### src/rtl/memory_stage_pkg.sv
// Shared encodings for the memory stage: opcodes, funct3 access sizes, FSM states
// and alignment helpers used by the top and the lane-steering sub-module.
package memory_stage_pkg;

    localparam int OPCODE_WIDTH = 7;

    localparam logic [OPCODE_WIDTH-1:0] OPCODE_LOAD  = 7'b0000011;
    localparam logic [OPCODE_WIDTH-1:0] OPCODE_STORE = 7'b0100011;

    localparam logic [2:0] FUNCT3_LB  = 3'b000;
    localparam logic [2:0] FUNCT3_LH  = 3'b001;
    localparam logic [2:0] FUNCT3_LW  = 3'b010;
    localparam logic [2:0] FUNCT3_LBU = 3'b100;
    localparam logic [2:0] FUNCT3_LHU = 3'b101;
    localparam logic [2:0] FUNCT3_SB  = 3'b000;
    localparam logic [2:0] FUNCT3_SH  = 3'b001;
    localparam logic [2:0] FUNCT3_SW  = 3'b010;

    typedef enum logic {
        ST_IDLE = 1'b0,
        ST_BUSY = 1'b1
    } ms_state_t;

    function automatic logic is_misaligned(input logic [2:0] funct3, input logic [1:0] offset);
        case (funct3[1:0])
            2'b01:   return offset[0];
            2'b10:   return offset != 2'b00;
            default: return 1'b0;
        endcase
    endfunction

    // Forces the byte offset onto the natural boundary of the access size.
    function automatic logic [1:0] align_offset(input logic [2:0] funct3, input logic [1:0] offset);
        case (funct3[1:0])
            2'b01:   return {offset[1], 1'b0};
            2'b10:   return 2'b00;
            default: return offset;
        endcase
    endfunction

endpackage

### src/rtl/memory_stage_mem_align.sv
// Combinational byte-lane logic: store data replication and byte enables,
// load lane extraction with sign or zero extension.
module mem_align
    import memory_stage_pkg::*;
(
    input  logic [2:0]  funct3,
    input  logic [1:0]  offset,
    input  logic [31:0] store_data,
    input  logic [31:0] load_data,
    output logic [3:0]  sel,
    output logic [31:0] wdata,
    output logic [31:0] load_result
);

    logic [31:0] shifted;

    always_comb begin
        sel   = 4'b1111;
        wdata = store_data;
        case (funct3[1:0])
            2'b00: begin
                sel   = 4'b0001 << offset;
                wdata = {4{store_data[7:0]}};
            end
            2'b01: begin
                sel   = 4'b0011 << {offset[1], 1'b0};
                wdata = {2{store_data[15:0]}};
            end
            default: ;
        endcase
    end

    assign shifted = load_data >> {offset, 3'b000};

    always_comb begin
        case (funct3)
            FUNCT3_LB:  load_result = {{24{shifted[7]}}, shifted[7:0]};
            FUNCT3_LH:  load_result = {{16{shifted[15]}}, shifted[15:0]};
            FUNCT3_LBU: load_result = {24'h000000, shifted[7:0]};
            FUNCT3_LHU: load_result = {16'h0000, shifted[15:0]};
            default:    load_result = load_data;
        endcase
    end

endmodule

### src/rtl/memory_stage.sv
// Memory pipeline stage: single outstanding load/store on a req/ack data bus.
// Define MEMORY_MISALIGN_TRAP_EN to trap misaligned accesses instead of masking them.
module memory_stage
    import memory_stage_pkg::*;
#(
    parameter int DWIDTH   = 32,
    parameter int AWIDTH   = 5,
    parameter int PC_WIDTH = 32
) (
    input  logic                    ms_clk,
    input  logic                    ms_rst,
    input  logic                    ms_i_ce,
    input  logic                    ms_i_stall,
    input  logic                    ms_i_flush,
    input  logic [OPCODE_WIDTH-1:0] ms_i_opcode,
    input  logic [2:0]              ms_i_funct3,
    input  logic [DWIDTH-1:0]       ms_i_data_rd,
    input  logic [DWIDTH-1:0]       ms_i_data_store,
    input  logic [AWIDTH-1:0]       ms_i_addr_rd,
    input  logic                    ms_i_we_reg,
    input  logic [PC_WIDTH-1:0]     ms_i_pc,
    output logic                    ms_o_stall,
    output logic                    ms_o_ce,
    output logic [DWIDTH-1:0]       ms_o_data_rd,
    output logic [AWIDTH-1:0]       ms_o_addr_rd,
    output logic                    ms_o_we_reg,
    output logic [PC_WIDTH-1:0]     ms_o_pc,
    output logic                    ms_o_misaligned,
    output logic                    ms_o_req,
    output logic                    ms_o_we,
    output logic [DWIDTH-1:0]       ms_o_addr,
    output logic [DWIDTH-1:0]       ms_o_wdata,
    output logic [3:0]              ms_o_sel,
    input  logic                    ms_i_ack,
    input  logic [DWIDTH-1:0]       ms_i_rdata
);

    ms_state_t state_q, state_d;

    logic                is_mem, is_store, accept, trap, start, done, retire, kill;
    logic [2:0]          funct3_q;
    logic [1:0]          offset_q, offset_in;
    logic                store_q, flushed_q, ack_seen_q, we_reg_q;
    logic [DWIDTH-1:0]   rdata_q;
    logic [AWIDTH-1:0]   addr_rd_q;
    logic [PC_WIDTH-1:0] pc_q;
    logic [2:0]          align_funct3;
    logic [1:0]          align_offset_sel;
    logic [3:0]          sel_in;
    logic [DWIDTH-1:0]   wdata_in, load_result, load_data;

    assign is_store  = ms_i_opcode == OPCODE_STORE;
    assign is_mem    = (ms_i_opcode == OPCODE_LOAD) || is_store;
    assign accept    = (state_q == ST_IDLE) && ms_i_ce && !ms_i_flush && !ms_i_stall;
`ifdef MEMORY_MISALIGN_TRAP_EN
    assign trap      = is_mem && is_misaligned(ms_i_funct3, ms_i_data_rd[1:0]);
`else
    assign trap      = 1'b0;
`endif
    assign start     = accept && is_mem && !trap;
    // An ack seen while writeback stalls is parked until the result can retire.
    assign done      = (state_q == ST_BUSY) && (ms_i_ack || ack_seen_q);
    assign retire    = done && !ms_i_stall;
    assign kill      = flushed_q || ms_i_flush;
    assign offset_in = align_offset(ms_i_funct3, ms_i_data_rd[1:0]);

    assign ms_o_stall = ((state_q == ST_BUSY) || ms_i_stall) && !ms_rst;

    // Store steering is needed at capture (IDLE), load extraction at retire (BUSY).
    assign align_funct3     = (state_q == ST_BUSY) ? funct3_q : ms_i_funct3;
    assign align_offset_sel = (state_q == ST_BUSY) ? offset_q : offset_in;
    assign load_data        = ms_i_ack ? ms_i_rdata : rdata_q;

    mem_align u_align (
        .funct3      (align_funct3),
        .offset      (align_offset_sel),
        .store_data  (ms_i_data_store),
        .load_data   (load_data),
        .sel         (sel_in),
        .wdata       (wdata_in),
        .load_result (load_result)
    );

    always_ff @(posedge ms_clk or posedge ms_rst) begin
        if (ms_rst) state_q <= ST_IDLE;
        else        state_q <= state_d;
    end

    always_comb begin
        state_d = state_q;
        case (state_q)
            ST_IDLE: if (start)  state_d = ST_BUSY;
            ST_BUSY: if (retire) state_d = ST_IDLE;
            default:             state_d = ST_IDLE;
        endcase
    end

    always_ff @(posedge ms_clk or posedge ms_rst) begin
        if (ms_rst) begin
            ms_o_req   <= 1'b0;
            ms_o_we    <= 1'b0;
            ms_o_addr  <= '0;
            ms_o_wdata <= '0;
            ms_o_sel   <= '0;
            funct3_q   <= '0;
            offset_q   <= '0;
            store_q    <= 1'b0;
            addr_rd_q  <= '0;
            we_reg_q   <= 1'b0;
            pc_q       <= '0;
            flushed_q  <= 1'b0;
            ack_seen_q <= 1'b0;
            rdata_q    <= '0;
        end else if (start) begin
            ms_o_req   <= 1'b1;
            ms_o_we    <= is_store;
            ms_o_addr  <= {ms_i_data_rd[DWIDTH-1:2], 2'b00};
            ms_o_wdata <= wdata_in;
            ms_o_sel   <= sel_in;
            funct3_q   <= ms_i_funct3;
            offset_q   <= offset_in;
            store_q    <= is_store;
            addr_rd_q  <= ms_i_addr_rd;
            we_reg_q   <= ms_i_we_reg;
            pc_q       <= ms_i_pc;
            flushed_q  <= 1'b0;
            ack_seen_q <= 1'b0;
        end else if (state_q == ST_BUSY) begin
            if (ms_i_ack) begin
                ms_o_req   <= 1'b0;
                ms_o_we    <= 1'b0;
                ack_seen_q <= 1'b1;
                rdata_q    <= ms_i_rdata;
            end
            if (ms_i_flush) flushed_q <= 1'b1;
        end
    end

    always_ff @(posedge ms_clk or posedge ms_rst) begin
        if (ms_rst) begin
            ms_o_ce         <= 1'b0;
            ms_o_data_rd    <= '0;
            ms_o_addr_rd    <= '0;
            ms_o_we_reg     <= 1'b0;
            ms_o_pc         <= '0;
            ms_o_misaligned <= 1'b0;
        end else if (!ms_i_stall) begin
            ms_o_ce         <= 1'b0;
            ms_o_we_reg     <= 1'b0;
            ms_o_misaligned <= 1'b0;
            if (retire) begin
                ms_o_ce      <= !kill;
                ms_o_we_reg  <= !kill && !store_q && we_reg_q;
                ms_o_data_rd <= store_q ? '0 : load_result;
                ms_o_addr_rd <= addr_rd_q;
                ms_o_pc      <= pc_q;
            end else if (accept && !start) begin
                // Non-memory pass-through, or a trapped misaligned access.
                ms_o_ce         <= 1'b1;
                ms_o_we_reg     <= ms_i_we_reg && !trap;
                ms_o_misaligned <= trap;
                ms_o_data_rd    <= ms_i_data_rd;
                ms_o_addr_rd    <= ms_i_addr_rd;
                ms_o_pc         <= ms_i_pc;
            end
        end
    end

endmodule

### config.mk
export PLATFORM = sky130hd
export DESIGN_NAME = memory_stage
export DESIGN_NICKNAME = d
export VERILOG_FILES = /design/src/rtl/memory_stage_pkg.sv /design/src/rtl/memory_stage_mem_align.sv /design/src/rtl/memory_stage.sv
export SDC_FILE = /design/constraint.sdc
export NUM_CORES = 1
export LEC_CHECK = 0
export CELL_PAD_IN_SITES_DETAIL_PLACEMENT = 1
export CELL_PAD_IN_SITES_GLOBAL_PLACEMENT = 2
export CORE_MARGIN = 3
export CORE_UTILIZATION = 38
export CTS_CLUSTER_DIAMETER = 120
export DETAILED_ROUTE_END_ITERATION = 16
export DONT_BUFFER_PORTS = 1
export PLACE_DENSITY = 0.76
export SETUP_SLACK_MARGIN = 0.05
export SLEW_MARGIN = 20
export SYNTH_ARGS = -nofsm -noshare
export SYNTH_HDL_FRONTEND = slang
export SYNTH_SLANG_ARGS = --single-unit
### constraint.sdc
create_clock -name ms_clk -period 7.15 [get_ports ms_clk]
set_input_delay 0 -clock ms_clk [delete_from_list [all_inputs] [get_ports ms_clk]]
set_output_delay 0 -clock ms_clk [all_outputs]
set_load 0.05 [all_outputs]
==> impl_metrics.toml <==
[pwr]
swShare = 0.378
power_leakage_uw = 0.00576
seqPwrFrac = 0.530
power.switching_uw = 1540
vdd_drop_max_mv = 0.187
powerDensity_nw_per_um2 = 329
clockPowerShare = 0.323
combinationalPowerShare = 0.147
internal_power_uw = 2540

[synthesis]
synth_xor_area_frac = 0
yosysSeqAreaShare = 0.551
synth_area_um2 = 9910
synth_top_flop_cell = "dfrtp_1"
synth_area_per_cell_um2 = 9.80
synth-edff-count = 0
synth_top_family_by_area = "simple AND/OR/NAND/NOR gates"
synth_cell_types = 51
syn_inst = 1011
synthAdderAreaFrac = 0.00126
synth_simple_gate_area_frac = 0.170
async_flop_share = 1.00
yosys-mux-area-fraction = 0.110
synth-compound-area-share = 0.129
yosys_register_bits = 218
yosysWarnings = 0

[floorplanning]
die_y_um = 167
core_area_um2 = 25400
row_count = 58
io_pins = 293
design.die.area_um2 = 28100
die_w_um = 167
start_util = 0.390

[drt]
post-route-drc-count = 0
first_iter_violations = 478
drt.antenna.violating_nets = 0
postRouteWirelength_mm = 34.4
dr_total_vias = 8209
drt-pass1-iter-count = 6
routedWlPerCell_um = 23.2
routed_via_density = 5.53

[global_routing]
grt_max_degree = 90
grt_util_all_layers = 0.239
overflow = 0
antenna_found_initial = 2
grt_pass1_wl_mm = 53.7
grt_pass1_vias = 9096

[timing]
fmax_ghz = 0.266
rsz0062_at_grt = "false"
tightest_slew_ps = 1070
max-slew-margin-rel = 0.287
tns_ps = 0
finalHoldViolations = 0
post-route-period-util = 0.525
holdWs_ps = 8.17
min_period_ps = 3760
finalClockSkew_ps = 12.1
slew_violations = 0
finalSetupViolCount = 0

[clock_network]
clk_pin_slew_ps = 60
cts-buffers-inserted = 27
cts_resized = 0
clock_path_buffers = 3
cts_tree = "yes"
h-tree-depth = 1
clock_latency_ps = 530
cts_sinks = 218
cts_setup_buffers = 0
clock-root-buffer = "clkbuf_16"

[layout]
final-seq-area_um2 = 5460
stdcell_area_um2 = 12400
fin_util = 0.489
fillers = 2817
final_layout_size_suffix_gt1_frac = 0.0938
multiInputGateArea_um2 = 4110
layout.nets = 1284
area_growth_pct = 25.4
final_cells = 1485

[job]
maxCapViolCount = 0

[hold_path]
hp-class = "in -> reg"

[place]
place.gp.congestion = 0.762
numPlacedInstances = 1285
hpwl_mm = 21.6
portBuffers = 0
place_area_um2 = 10100

[setup_path]
arrival_ps = 4180
r2r_setup_slack_ps = 3390
cp_max_fo = 23
startpoint_type = "flop"
end_kind = "flop"
required_ps = 7570
critical_path_class = "reg -> reg"

[outcome]
status = "complete, no violations"
[power by group through the flow]
stage / sequential, uW / combinational [uW] / clock [uW]
detailed placement: 2190 / 510 / 0
finish: 2170 / 601 / 1320
global placement: 2180 / 494 / 0
CTS: 2170 / 598 / 1350
global route: 2190 / 669 / 1410
floorplan: 2110 / 410 / 0
[what timing repair did]
item	CTS	global route
hold endpoints to repair	289	0
hold buffers	149	0
setup endpoints to repair	0	0
[worst max-delay path: stages (launching register included)]
cell           delay, ps
dfrtp_1              890
o21a_1               910
and2_1               810
a222oi_1             190
dlygate4sd3_1        620
o21ai_0              230
[cell usage after synthesis, types with 2 or more instances]
cell type,n,area share
clkbuf_1,23,0.0087
a31oi_1,7,0.0044
a211oi_1,14,0.011
o21ai_2,2,0.0018
o22ai_1,45,0.028
a222oi_1,8,0.0081
a21oi_1,31,0.016
o21a_1,3,0.0023
o211ai_1,7,0.0053
inv_1,3,0.0011
dfrtp_1,218,0.55
buf_1,5,0.0019
mux2_2,41,0.047
a221oi_1,14,0.012
nor2_1,118,0.045
o21ai_1,3,0.0015
o21ai_0,36,0.018
and2_1,2,0.0013
a221o_1,7,0.0071
nand2_1,284,0.11
o221ai_1,2,0.0018
buf_2,29,0.015
buf_4,6,0.0045
mux2i_1,61,0.062
buf_6,6,0.0068
nand3_1,11,0.0056
[layer usage]
layer | GRT usage | routed length [um] | up-vias
met4 | 0.0736 | 1110 | 0
li1 | - | - | 3730
met1 | 0.300 | 13700 | 4100
met2 | 0.401 | 16800 | 311
met5 | 0 | 0 | -
met3 | 0.0703 | 2860 | 68
[kinds of logic after synthesis]
logic type / count (synthesis)
buffers and inverters: 72
other: 1
muxes: 103
and+or+nand+nor: 428
AOI/OAI and AO/OA: 188
DFF: 218
adders and majority gates: 1
[through the flow]
step                      setup WS, ps  power (uW)
after floorplan                   1190        2520
after global placement            3980        2670
after detailed placement          3900        2700
after CTS                         3360        4110
after global routing              3120        4270
final                             3390        4090
[cell type report]
class | instances | area share
Sequential cell | 218 | 0.439
Multi-Input combinational cell | 723 | 0.331
Timing Repair Buffer | 160 | 0.127
Clock buffer | 44 | 0.0651
Tap cell | 330 | 0.0332
Clock inverter | 3 | 0.00322
Inverter | 3 | 0.00151
Antenna cell | 4 | 0.000805
[cell usage in the layout, fill, tap and decap left out, drive strengths merged, types with 3 or more instances in the layout]
cell type / instances
a211oi: 14
a21oi: 32
a221o: 7
a221oi: 14
a222oi: 8
a31oi: 8
buf: 11
clkbuf: 44
conb: 3
dfrtp: 218
diode: 4
dlygate4sd3: 149
inv: 3
mux2: 41
mux2i: 61
nand2: 284
nand3: 11
nor2: 120
o211ai: 8
o21a: 3
o21ai: 41
o221ai: 3
o22ai: 45
[final timing paths]
path                                startpoint             end  cells past startpoint
min in group asynchronous               ms_rst  ms_o_wdata[14]                      2
max in group asynchronous               ms_rst     offset_q[0]                      3
worst min register to register         pc_q[1]         pc_q[1]                      2
worst min-delay path            ms_i_opcode[0]   ms_o_addr[25]                      4
worst max-delay path                   state_q  ms_o_wdata[25]                      5
worst max register to register         state_q  ms_o_wdata[25]                      5
Power figures use the tool's default switching activity.
